$ cat src/rtl/sgmii_rate_ctrl.sv
// Qualifies resolved SGMII rate changes, drains in-flight frames, commits the
// new rate to the datapath and generates the matching 125 MHz clock-enable.
module sgmii_rate_ctrl #(
    parameter int STABLE_CYCLES = 16,
    parameter int DRAIN_TIMEOUT = 4096
) (
    input  logic       clk,
    input  logic       rst,
    input  logic [1:0] operational_rate,
    input  logic       link_ok,
    input  logic       tx_busy,
    input  logic       rx_busy,
    output logic [1:0] active_rate,
    output logic       ce,
    output logic       datapath_en,
    output logic       rate_change,
    output logic       drain_timeout
);

    typedef enum logic [2:0] {
        LINK_DOWN,
        QUAL_UP,
        QUAL_CHG,
        DRAIN,
        APPLY,
        RUN
    } state_t;

    localparam logic [1:0]  RATE_1G      = 2'b10;
    localparam logic [1:0]  RATE_100M    = 2'b01;
    localparam logic [1:0]  RATE_INVALID = 2'b11;
    localparam logic [7:0]  STAB_LAST    = 8'(STABLE_CYCLES - 1);
    localparam logic [15:0] DRAIN_LAST   = 16'(DRAIN_TIMEOUT - 1);

    state_t      state;
    logic [1:0]  candidate;
    logic [7:0]  stab_cnt;
    logic [15:0] drn_cnt;
    logic [6:0]  div_cnt;
    logic [6:0]  div_last;

    always_comb begin
        div_last = 7'd99;
        case (active_rate)
            RATE_1G:   div_last = 7'd0;
            RATE_100M: div_last = 7'd9;
            default:   div_last = 7'd99;
        endcase
    end

    assign datapath_en = (state == RUN) || (state == QUAL_CHG);

    always_ff @(posedge clk) begin
        if (rst) begin
            state         <= LINK_DOWN;
            candidate     <= RATE_1G;
            stab_cnt      <= '0;
            drn_cnt       <= '0;
            div_cnt       <= '0;
            active_rate   <= RATE_1G;
            ce            <= 1'b0;
            rate_change   <= 1'b0;
            drain_timeout <= 1'b0;
        end else begin
            rate_change   <= 1'b0;
            drain_timeout <= 1'b0;

            // The divider free-runs in every state; APPLY restarts it at the new rate.
            if (state == APPLY) begin
                div_cnt <= '0;
                ce      <= 1'b0;
            end else begin
                ce      <= (div_cnt == 7'd0);
                div_cnt <= (div_cnt >= div_last) ? 7'd0 : div_cnt + 7'd1;
            end

            case (state)
                LINK_DOWN: begin
                    if (link_ok && operational_rate != RATE_INVALID) begin
                        candidate <= operational_rate;
                        stab_cnt  <= '0;
                        state     <= QUAL_UP;
                    end
                end

                QUAL_UP, QUAL_CHG: begin
                    if (!link_ok) begin
                        state <= LINK_DOWN;
                    end else if (operational_rate == RATE_INVALID) begin
                        state <= (state == QUAL_UP) ? LINK_DOWN : RUN;
                    end else if (operational_rate != candidate) begin
                        candidate <= operational_rate;
                        stab_cnt  <= '0;
                    end else if (stab_cnt == STAB_LAST) begin
                        // A qualified rate equal to the committed one needs no switch.
                        if (candidate == active_rate) begin
                            state <= RUN;
                        end else if (state == QUAL_UP) begin
                            state <= APPLY;
                        end else begin
                            drn_cnt <= '0;
                            state   <= DRAIN;
                        end
                    end else begin
                        stab_cnt <= stab_cnt + 8'd1;
                    end
                end

                DRAIN: begin
                    if (!link_ok) begin
                        state <= LINK_DOWN;
                    end else if (!tx_busy && !rx_busy) begin
                        state <= APPLY;
                    end else if (drn_cnt == DRAIN_LAST) begin
                        drain_timeout <= 1'b1;
                        state         <= APPLY;
                    end else begin
                        drn_cnt <= drn_cnt + 16'd1;
                    end
                end

                APPLY: begin
                    active_rate <= candidate;
                    rate_change <= 1'b1;
                    state       <= RUN;
                end

                RUN: begin
                    if (!link_ok) begin
                        state <= LINK_DOWN;
                    end else if (operational_rate != active_rate &&
                                 operational_rate != RATE_INVALID) begin
                        candidate <= operational_rate;
                        stab_cnt  <= '0;
                        state     <= QUAL_CHG;
                    end
                end

                default: state <= LINK_DOWN;
            endcase
        end
    end

endmodule
$ cat config.mk
export PLATFORM = sky130hd
export DESIGN_NAME = sgmii_rate_ctrl
export DESIGN_NICKNAME = d
export VERILOG_FILES = /design/src/rtl/sgmii_rate_ctrl.sv
export SDC_FILE = /design/constraint.sdc
export NUM_CORES = 1
export LEC_CHECK = 0
export ABC_AREA = 1
export CAP_MARGIN = 30
export CORE_ASPECT_RATIO = 1.4
export CORE_MARGIN = 5
export CORE_UTILIZATION = 65
export DETAILED_ROUTE_END_ITERATION = 8
export PLACE_DENSITY = 0.85
export SETUP_SLACK_MARGIN = 0.2
export SKIP_LAST_GASP = 1
export SLEW_MARGIN = 20
export SYNTH_ARGS = -nofsm -noshare
export SYNTH_HDL_FRONTEND = slang
export SYNTH_SLANG_ARGS = --single-unit
$ cat constraint.sdc
create_clock -name clk -period 4.4 [get_ports clk]
set_input_delay 0.88 -clock clk [delete_from_list [all_inputs] [get_ports clk]]
set_output_delay 0.88 -clock clk [all_outputs]
set_load 0.01 [all_outputs]
==> metrics list, run 1 <==
- After synthesis, the netlist uses 34 different library cells.
* Setup CP Type: in2reg
- Clock insertion delay at the later pin of the skew report: around 300 ps
- Data required, critical path: around 4600 ps
* Fraction of the mapped netlist area in compound gates: 0.0977
- Post-Synth XOR/XNOR Area: 0.0239
- Across all layers, the routed design uses roughly 2.9k vias.
- Total negative slack for setup checks: 0 ps
* Element type at the critical path end: flip-flop
* Final number of hold-violating endpoints: 0
- The share of the Yosys chip area taken by registers is 0.280.
* Final critical-path setup slack: approximately 1700 ps
- Class of the tightest hold or removal check: reg2reg
- Setup Viol. Count Final: 0
- Cell leakage power: around 1.3 nW
* Endpoint of the worst register-to-register path: drn_cnt[3]
- Counting stages on the worst path, the most repeated cell is nand2_1.
- Clock tree synthesis found a total of ~40 sinks.
- In this run, synthesis inferred 0 flip-flops with an integrated enable.
* Placer Congestion: around 0.95
* Total chip power: 1.49 mW
- Slew Limit Fails: 0
- The worst hold path terminates at div_cnt[0].
- TritonCTS buffer count: 5
- Global routing finished with a remaining overflow of 0.
- R2r setup slk: about 2200 ps
- At the pin with the least slew margin, the transition time is approximately 630 ps.
- Once placement completed, the tool counted placed cells totaling approximately 520.
* Arithmetic-cell share of the synthesized area counting full adders, half adders and majority gates: 0.0469
- The worst register-to-register path begins at drn_cnt[0].
- Critical path's top delay family: simple AND/OR/NAND/NOR gates
- CTS placed an instance of clkbuf_8 at the clock tree root.
* Fraction of synthesized area in multiplexers: 0
- Rel. slew slack: 0.580
* Total number of yosys warnings: 0
- Delay of the slowest critical-path stage: roughly 520 ps
- Diode count: 0
- Number of buffers added to fix hold violations after cts: 0
* Post-route fraction of the period consumed by the critical path: 0.613
* Nets in the synthesized netlist: about 470
- Power spread over the standard cell area amounts to 467 nW/um2.
* Detailed-route vias per instance: approximately 5.4
- Combinational family with the most area after synthesis: simple AND/OR/NAND/NOR gates
- For this run, global-route usage on met1 was measured as 0.252.
* Initial cell density of the core: 0.657
- For this block, the initial DRC count from the detailed router was 150.
- Of all nets on the critical path, the largest fanout is 23.
- For this run, the total global-route usage over all layers was measured as 0.245.
- Finished Layout Cells: between 500 and 600
- Resized cells post-CTS: 0
* Initial antenna violation count: 0
- Core Region: approximately 4500 um2
- Walking the worst path, the cells encountered are clkdlybuf4s50_1 -> inv_1 -> nand2_1 -> nand2_1 -> inv_1 -> nand2_1 -> nand2_2 -> nand2_2 -> nor2_4 -> nand2_2 -> nand2_1 -> a21oi_2.
- Placement-stage worst setup slack: 1350 ps
* Simple-Gate Fraction of Synth Area: 0.455
* Count of input and output buffers: 12
* Maximum number of pins on one net before global-route repair: 24
- Number of ports placed on the die boundary: 13
- Synthesis handed over a netlist of 451 instances.
* Post-Syn Area per Cell: around 6.5 um2
- Clock-pin slew was measured on the worst setup and hold paths at roughly 80 ps.
- The first global-routing pass estimated between 10000 and 15000 um of wire.
- Post-CTS timing repair inserted 0 buffers for setup.
- At the end of the flow, the number of nets in the layout was 480.
* Worst hold path stage count: 1
- Area enclosed by the die boundary: 5970 um2
- Before antenna repair, the detailed router went through 5 iterations.
- Once detail routing completed, the nets flagged for antenna violations numbered 0.
* Worst VDD drop: 266 uV
* Worst path arrival time: 2900 ps
- Status: finished, final reports clean
- Grt met2 use: 0.455
- Die Y: roughly 89 um
- Worst Hold Margin: around 470 ps
- Half-perimeter wire length after detailed placement: 5020 um
- P&R area growth vs syn: 8.75%
* Slowest cell on crit path: clkdlybuf4s50_1
- In the final routed layout, each cell accounts on average for between 10 and 15 um.
- Max-cap violations in this run came to 0.
* Startpoint of the tightest hold check path: div_cnt[0]
- The via count of the first global-routing pass is about 2.8k.
* Nature of the critical path startpoint: input pin
- TritonCTS built the clock tree.
* Worst Reg-to-Reg Cells: 9
- Of all flip-flops after synthesis, the portion carrying an async set or reset was 0.
- The longest clock path from root to sink contains 2 buffers.
* GRT Max-Usage Layer: met2
* Setup clock skew after layout: 10.9 ps
* M3 GR Usage: 0.0377
- Post-synthesis register bit count: 41
- DRT Wirelength: 6480 um
* Post-Synthesis Cell Area: 2930 um2
- Dominant synthesized flop cell: dfxtp_1
- The die is 66.8 um wide.
- In the routed design, unresolved DRC markers number 0.
- Static timing analysis puts the maximum clock frequency at around 370 MHz.
- Row generation in the floorplan step produced 29 rows.
* H-tree level count: 2
- In the final layout, the share of cells above drive strength 1 is 0.134.
- Minimum period implied by the final worst setup slack: 2700 ps
* RSZ-0062 raised after global routing: false
* Buffers plus inverters on the worst setup path: 3
==> worst max-delay path by stage <==
stage,startpoint,end,slack [ps],cells after the start
6_report,operational_rate[1],drn_cnt[3],1700,12
5_1_grt,operational_rate[1],drn_cnt[11],1440,12
4_1_cts,operational_rate[1],drn_cnt[12],1660,12
3_5_place_dp,operational_rate[1],drn_cnt[3],1350,12
3_3_place_gp,operational_rate[1],drn_cnt[4],1420,12
2_1_floorplan,operational_rate[0],stab_cnt[1],2510,11
==> cells in the mapped netlist (2+ instances only) <==
master    instances  share of area
inv_2             6         0.0077
o21bai_1          2         0.0051
nand3_1          41          0.070
inv_1            45          0.058
nor2_1           72          0.092
nand4_1           9          0.019
nand3_2          15          0.051
nor2_4            3          0.012
dfxtp_1          41           0.28
a21oi_2          11          0.033
nor4_1            3         0.0064
nand2_2           8          0.017
nor3_1            3         0.0051
o21ai_0          11          0.019
buf_6             6          0.023
ha_1             11          0.047
nor2_2            7          0.015
a21oi_1          14          0.024
xor2_1            4          0.012
nand2_1         121           0.15
xnor2_1           4          0.012
o21ai_1           2         0.0034
==> power by group <==
part | internal, mW | leakage, nW | switching [mW]
Combinational | 0.217 | 0.897 | 0.432
Clock | 0.225 | 0.0681 | 0.132
Sequential | 0.423 | 0.333 | 0.0610
Total | 0.865 | 1.30 | 0.625
==> stage by stage <==
step | util | cell area (um2)
3_5_place_dp | 0.681 | 3040
6_report | 0.714 | 3190
5_1_grt | 0.714 | 3190
2_1_floorplan | - | 2930
4_1_cts | 0.711 | 3170
3_3_place_gp | 0.681 | 3040
==> sequential cells by signal, summed over array words and instances (netlist names) <==
name,count
drn_cnt,16
stab_cnt,8
div_cnt,7
state,3
active_rate,2
candidate,2
ce,1
drain_timeout,1
rate_change,1
==> cells in the final DEF (no fill, tap or decap), types with 2 or more instances in the layout <==
cell and instances:
xnor2_1 4, o21bai_1 2, clkbuf_8 5, o21ai_0 11, nor3_1 3, nand2_1 121, dfxtp_1 41, o21ai_1 2
nand3_1 41, nor2_1 72, nand4_1 9, nor2_2 7, bufinv_16 2, clkdlybuf4s50_1 12, nand3_2 15, xor2_1 4
inv_2 6, nor4_1 3, a21oi_2 11, inv_1 45, ha_1 11, a21oi_1 14, nor2_4 3, nand2_2 8
==> routing by layer <==
metal | vias to the layer above | share of wire
met5 | - | 0
met4 | 0 | 0.035
met3 | 24 | 0.027
met2 | 58 | 0.53
met1 | 1307 | 0.41
li1 | 1464 | -
==> logic make-up (layout without fill, tap and decap cells) <==
kind of cell               Yosys count  after routing
DFF                                 41             41
and+or+nand+nor                    287            287
xor gates and xnor gates             8              8
AOI/OAI and AO/OA                   44             44
adders and majority gates           11             11
buffers and inverters               60             72
==> layout make-up <==
cell class | instances | area (um2)
clock buffer | 5 | 68.8
timing repair buffer | 13 | 135
tap | 62 | 77.6
inverter | 51 | 191
sequential | 41 | 821
fill | 397 | 1270
multi-input combinational | 350 | 1830
clock inverter | 3 | 65.1
Note: power is estimated with default switching activity, not from simulation.
==> inputs of run 2 (changes only) <==
--- a/config.mk
+++ b/config.mk
@@ -9,9 +9,9 @@
 export CAP_MARGIN = 30
 export CORE_ASPECT_RATIO = 1.4
 export CORE_MARGIN = 5
-export CORE_UTILIZATION = 65
+export CORE_UTILIZATION = 55
 export DETAILED_ROUTE_END_ITERATION = 8
-export PLACE_DENSITY = 0.85
+export PLACE_DENSITY = 0.76
 export SETUP_SLACK_MARGIN = 0.2
 export SKIP_LAST_GASP = 1
 export SLEW_MARGIN = 20
==> constraint.sdc (replaced) <==
create_clock -name clk -period 2.25 [get_ports clk]
set_input_delay 0.45 -clock clk [delete_from_list [all_inputs] [get_ports clk]]
set_output_delay 0.45 -clock clk [all_outputs]
set_load 0.01 [all_outputs]
==> run 2 against run 1 <==
Via count is 1.5% higher. Register-to-register slack worse by 1800 ps. Worst setup slack worse by 1300 ps. Global-route usage is 2.8 points lower. Power is 94% higher. Highest routed layer unchanged. Sequential power is 98% higher. Count of clock-buffer cells in the layout stayed put. Non-clock buffer count is 10 higher. Combinational power is 110% higher.
==> metrics list, run 2 (synthesized netlist as in run 1, its figures left out) <==
* Maximum clock path buffer count: 2
- In the routed layout, each cell is associated on average with a via count of roughly 5.4.
- The via count of the first global-routing pass was ~2.8k.
- Final number of hold-violating endpoints: 0
* Most common library cell in the layout ignoring fill and taps: nand2_1
* P&R area growth vs syn: 11.4%
- Across the run, the number of max-cap violations was 0.
* Status: finished, final reports clean
- Number of buffers added to fix hold violations after cts: 0
* Count of placed standard cells including taps: between 500 and 600
* Setup Viol. Count Final: 0
- Number of flip-flops in the largest register: 16
- After clock tree synthesis, the clock-pin slew on the worst setup and hold paths is about 80 ps.
* Initial cell density of the core: 0.564
* Number of clock sinks: 41
* Highest metal layer with signal wires: met4
* Global-route wire length before repair: 12000 um
* Count of unresolved DRC violations after routing: 0
- The total overflow left after global routing is 0.
- Die Y: 96.4 um
- The first detailed-routing pass ran for 4 iterations.
- Startpoint of the tightest hold check path: div_cnt[0]
- Initial antenna violation count: 0
* Routed wire per std cell: about 13 um
- Endpoint of the worst register-to-register path: div_cnt[0]
- At the worst endpoint, the required time is between 2000 and 2500 ps.
* Reg power frac: 0.331
- Clock latency on the worst-skew pair, taken at its later pin, is 290 ps.
- Net count of the finished layout: around 500
- Total negative slack for setup checks: 0 ps
- Cell leakage power: between 1 and 1.5 nW
- TritonCTS built the clock tree.
* Rel. slew slack: 0.692
* Drt initial violations: about 190
- Power density cells: about 890 nW/um2
- The largest registers in the layout are drn_cnt: 16 flops, stab_cnt: 8 flops, div_cnt: 7 flops.
- For this run, the top clock speed supported by timing is 529 MHz.
- After detailed routing, the wire length on met1 is ~2800 um.
- More flip-flops sit in one register than any other, and that register is drn_cnt.
- STA puts the critical path data arrival time at between 2000 and 2500 ps.
- During I/O placement, the number of pins put on the boundary was 13.
* Finished Layout Cells: between 500 and 600
* Worst Hold Margin: approximately 480 ps
- The critical path in this run is classified as in2reg.
* Worst VDD drop: just under 500 uV
- During placement, the flow inserted port buffers numbering 12.
- For this run, the total global-route usage over all layers was measured as 0.217.
- In the detailed route, the total length drawn on met2 is ~3600 um.
- Setup repair after global routing could not meet its margin everywhere.
* Transition time of the tightest slew-check pin: between 400 and 500 ps
- In this run the register-to-register setup slack is 420 ps.
- Die boundary width: just over 70 um
* Element type at the critical path end: flip-flop
- Before CTS, the worst setup slack after placement is 62.6 ps.
- The H-tree was split into 2 levels.
- The final max-slew violation count is 0.
- Of the total power, combinational logic draws 0.470.
- Placer Congestion: a little over 1
* Total number of vias: slightly below 3k
* Switching pwr: 1.26 mW
- The count of nets left with antenna violations once routing finished came out at 0.
- Startpoint of the lowest-slack register-to-register path: active_rate[0]
- Class of the tightest hold or removal check: reg2reg
* Minimum period implied by the final worst setup slack: roughly 1900 ps
* Pint: between 1.5 and 2 mW
- Row generation in the floorplan step produced 31 rows.
- WHS Endpoint: div_cnt[0]
- Final critical-path setup slack: about 360 ps
- In this run the worst path has a maximum fanout of 6.
* Post-route fraction of the period consumed by the critical path: 0.840
- Clk Tree Root Cell: clkbuf_8
- Wire segments on met3 add up to roughly 290 um in the final route.
* Worst Reg-to-Reg Cells: 9
- Area enclosed by the die boundary: 6910 um2
- Clock share of power: 0.199
- In the layout the commonest cells are nand2_1 (121), nor2_1 (71), inv_1 (45).
- Clock tree synthesis inserted a total of 5 buffers.
- Nature of the critical path startpoint: input pin
* Maximum number of pins on one net before global-route repair: 14
- Setup clock skew after layout: between 10 and 15 ps
* DRT Wirelength: between 6000 and 7000 um
- Worst hold path stage count: 1
* Diode count: 0
- The wire-length estimate of the detail-placed layout is about 5400 um.
- Switching Fraction: 0.434
- Core Region: 5200 um2
* Layout cells sized above 1: 0.171
run 2: stage by stage:
| step | util | area [um2] | total power [mW] |
|---|---|---|---|
| after CTS | 0.621 | 3230 | 2.86 |
| after detailed placement | 0.600 | 3120 | 2.27 |
| final | 0.628 | 3270 | 2.89 |
| after floorplan | - | 2930 | 1.98 |
| after global placement | 0.600 | 3120 | 2.24 |
| after global routing | 0.628 | 3270 | 3.14 |
run 2: layout make-up:
type / count / area [um2]
Fill cell: 513 / 1930
Multi-Input combinational cell: 351 / 1850
Sequential cell: 41 / 828
Timing Repair Buffer: 23 / 205
Inverter: 51 / 191
Tap cell: 66 / 82.6
Clock buffer: 5 / 68.8
Clock inverter: 2 / 35.0
run 2: repair_timing:
item	in CTS	in global routing
gates cloned	0	1
setup endpoints to repair	1	31
buffers inserted	0	1
resized for setup	3	10
pin swaps	0	2
run 2: layer usage:
metal | global-route usage | up-vias
met5 | 0 | -
met4 | 0.0987 | 0
met3 | 0.0300 | 20
met2 | 0.419 | 70
met1 | 0.231 | 1317
li1 | - | 1489
run 2: critical path, cell delays in order:
cell and delay (ps):
clkdlybuf4s50_1 480, nand2_1 140, nand2_1 130, nand3_2 110, nand2_1 90, nor2_4 120
nand2_2 110, nor2_2 250, nand2_1 80, o21ai_1 80, nor2_1 50
run 2: worst max path at each step:
stage | cells after the start | endpoint | start
after global routing | 10 | stab_cnt[1] | operational_rate[1]
after detailed placement | 11 | stab_cnt[0] | operational_rate[0]
final | 11 | stab_cnt[1] | operational_rate[0]
after CTS | 5 | datapath_en | state[1]
after floorplan | 9 | div_cnt[0] | active_rate[0]
after global placement | 10 | stab_cnt[6] | operational_rate[1]
run 2: power groups by stage:
stage                     Sequential, mW  Clock (mW)  Combinational, mW
after CTS                          0.951       0.590               1.32
after floorplan                    0.942           0               1.04
after global routing               0.974       0.617               1.55
after detailed placement           0.963           0               1.31
final                              0.957       0.576               1.36
after global placement             0.960           0               1.28
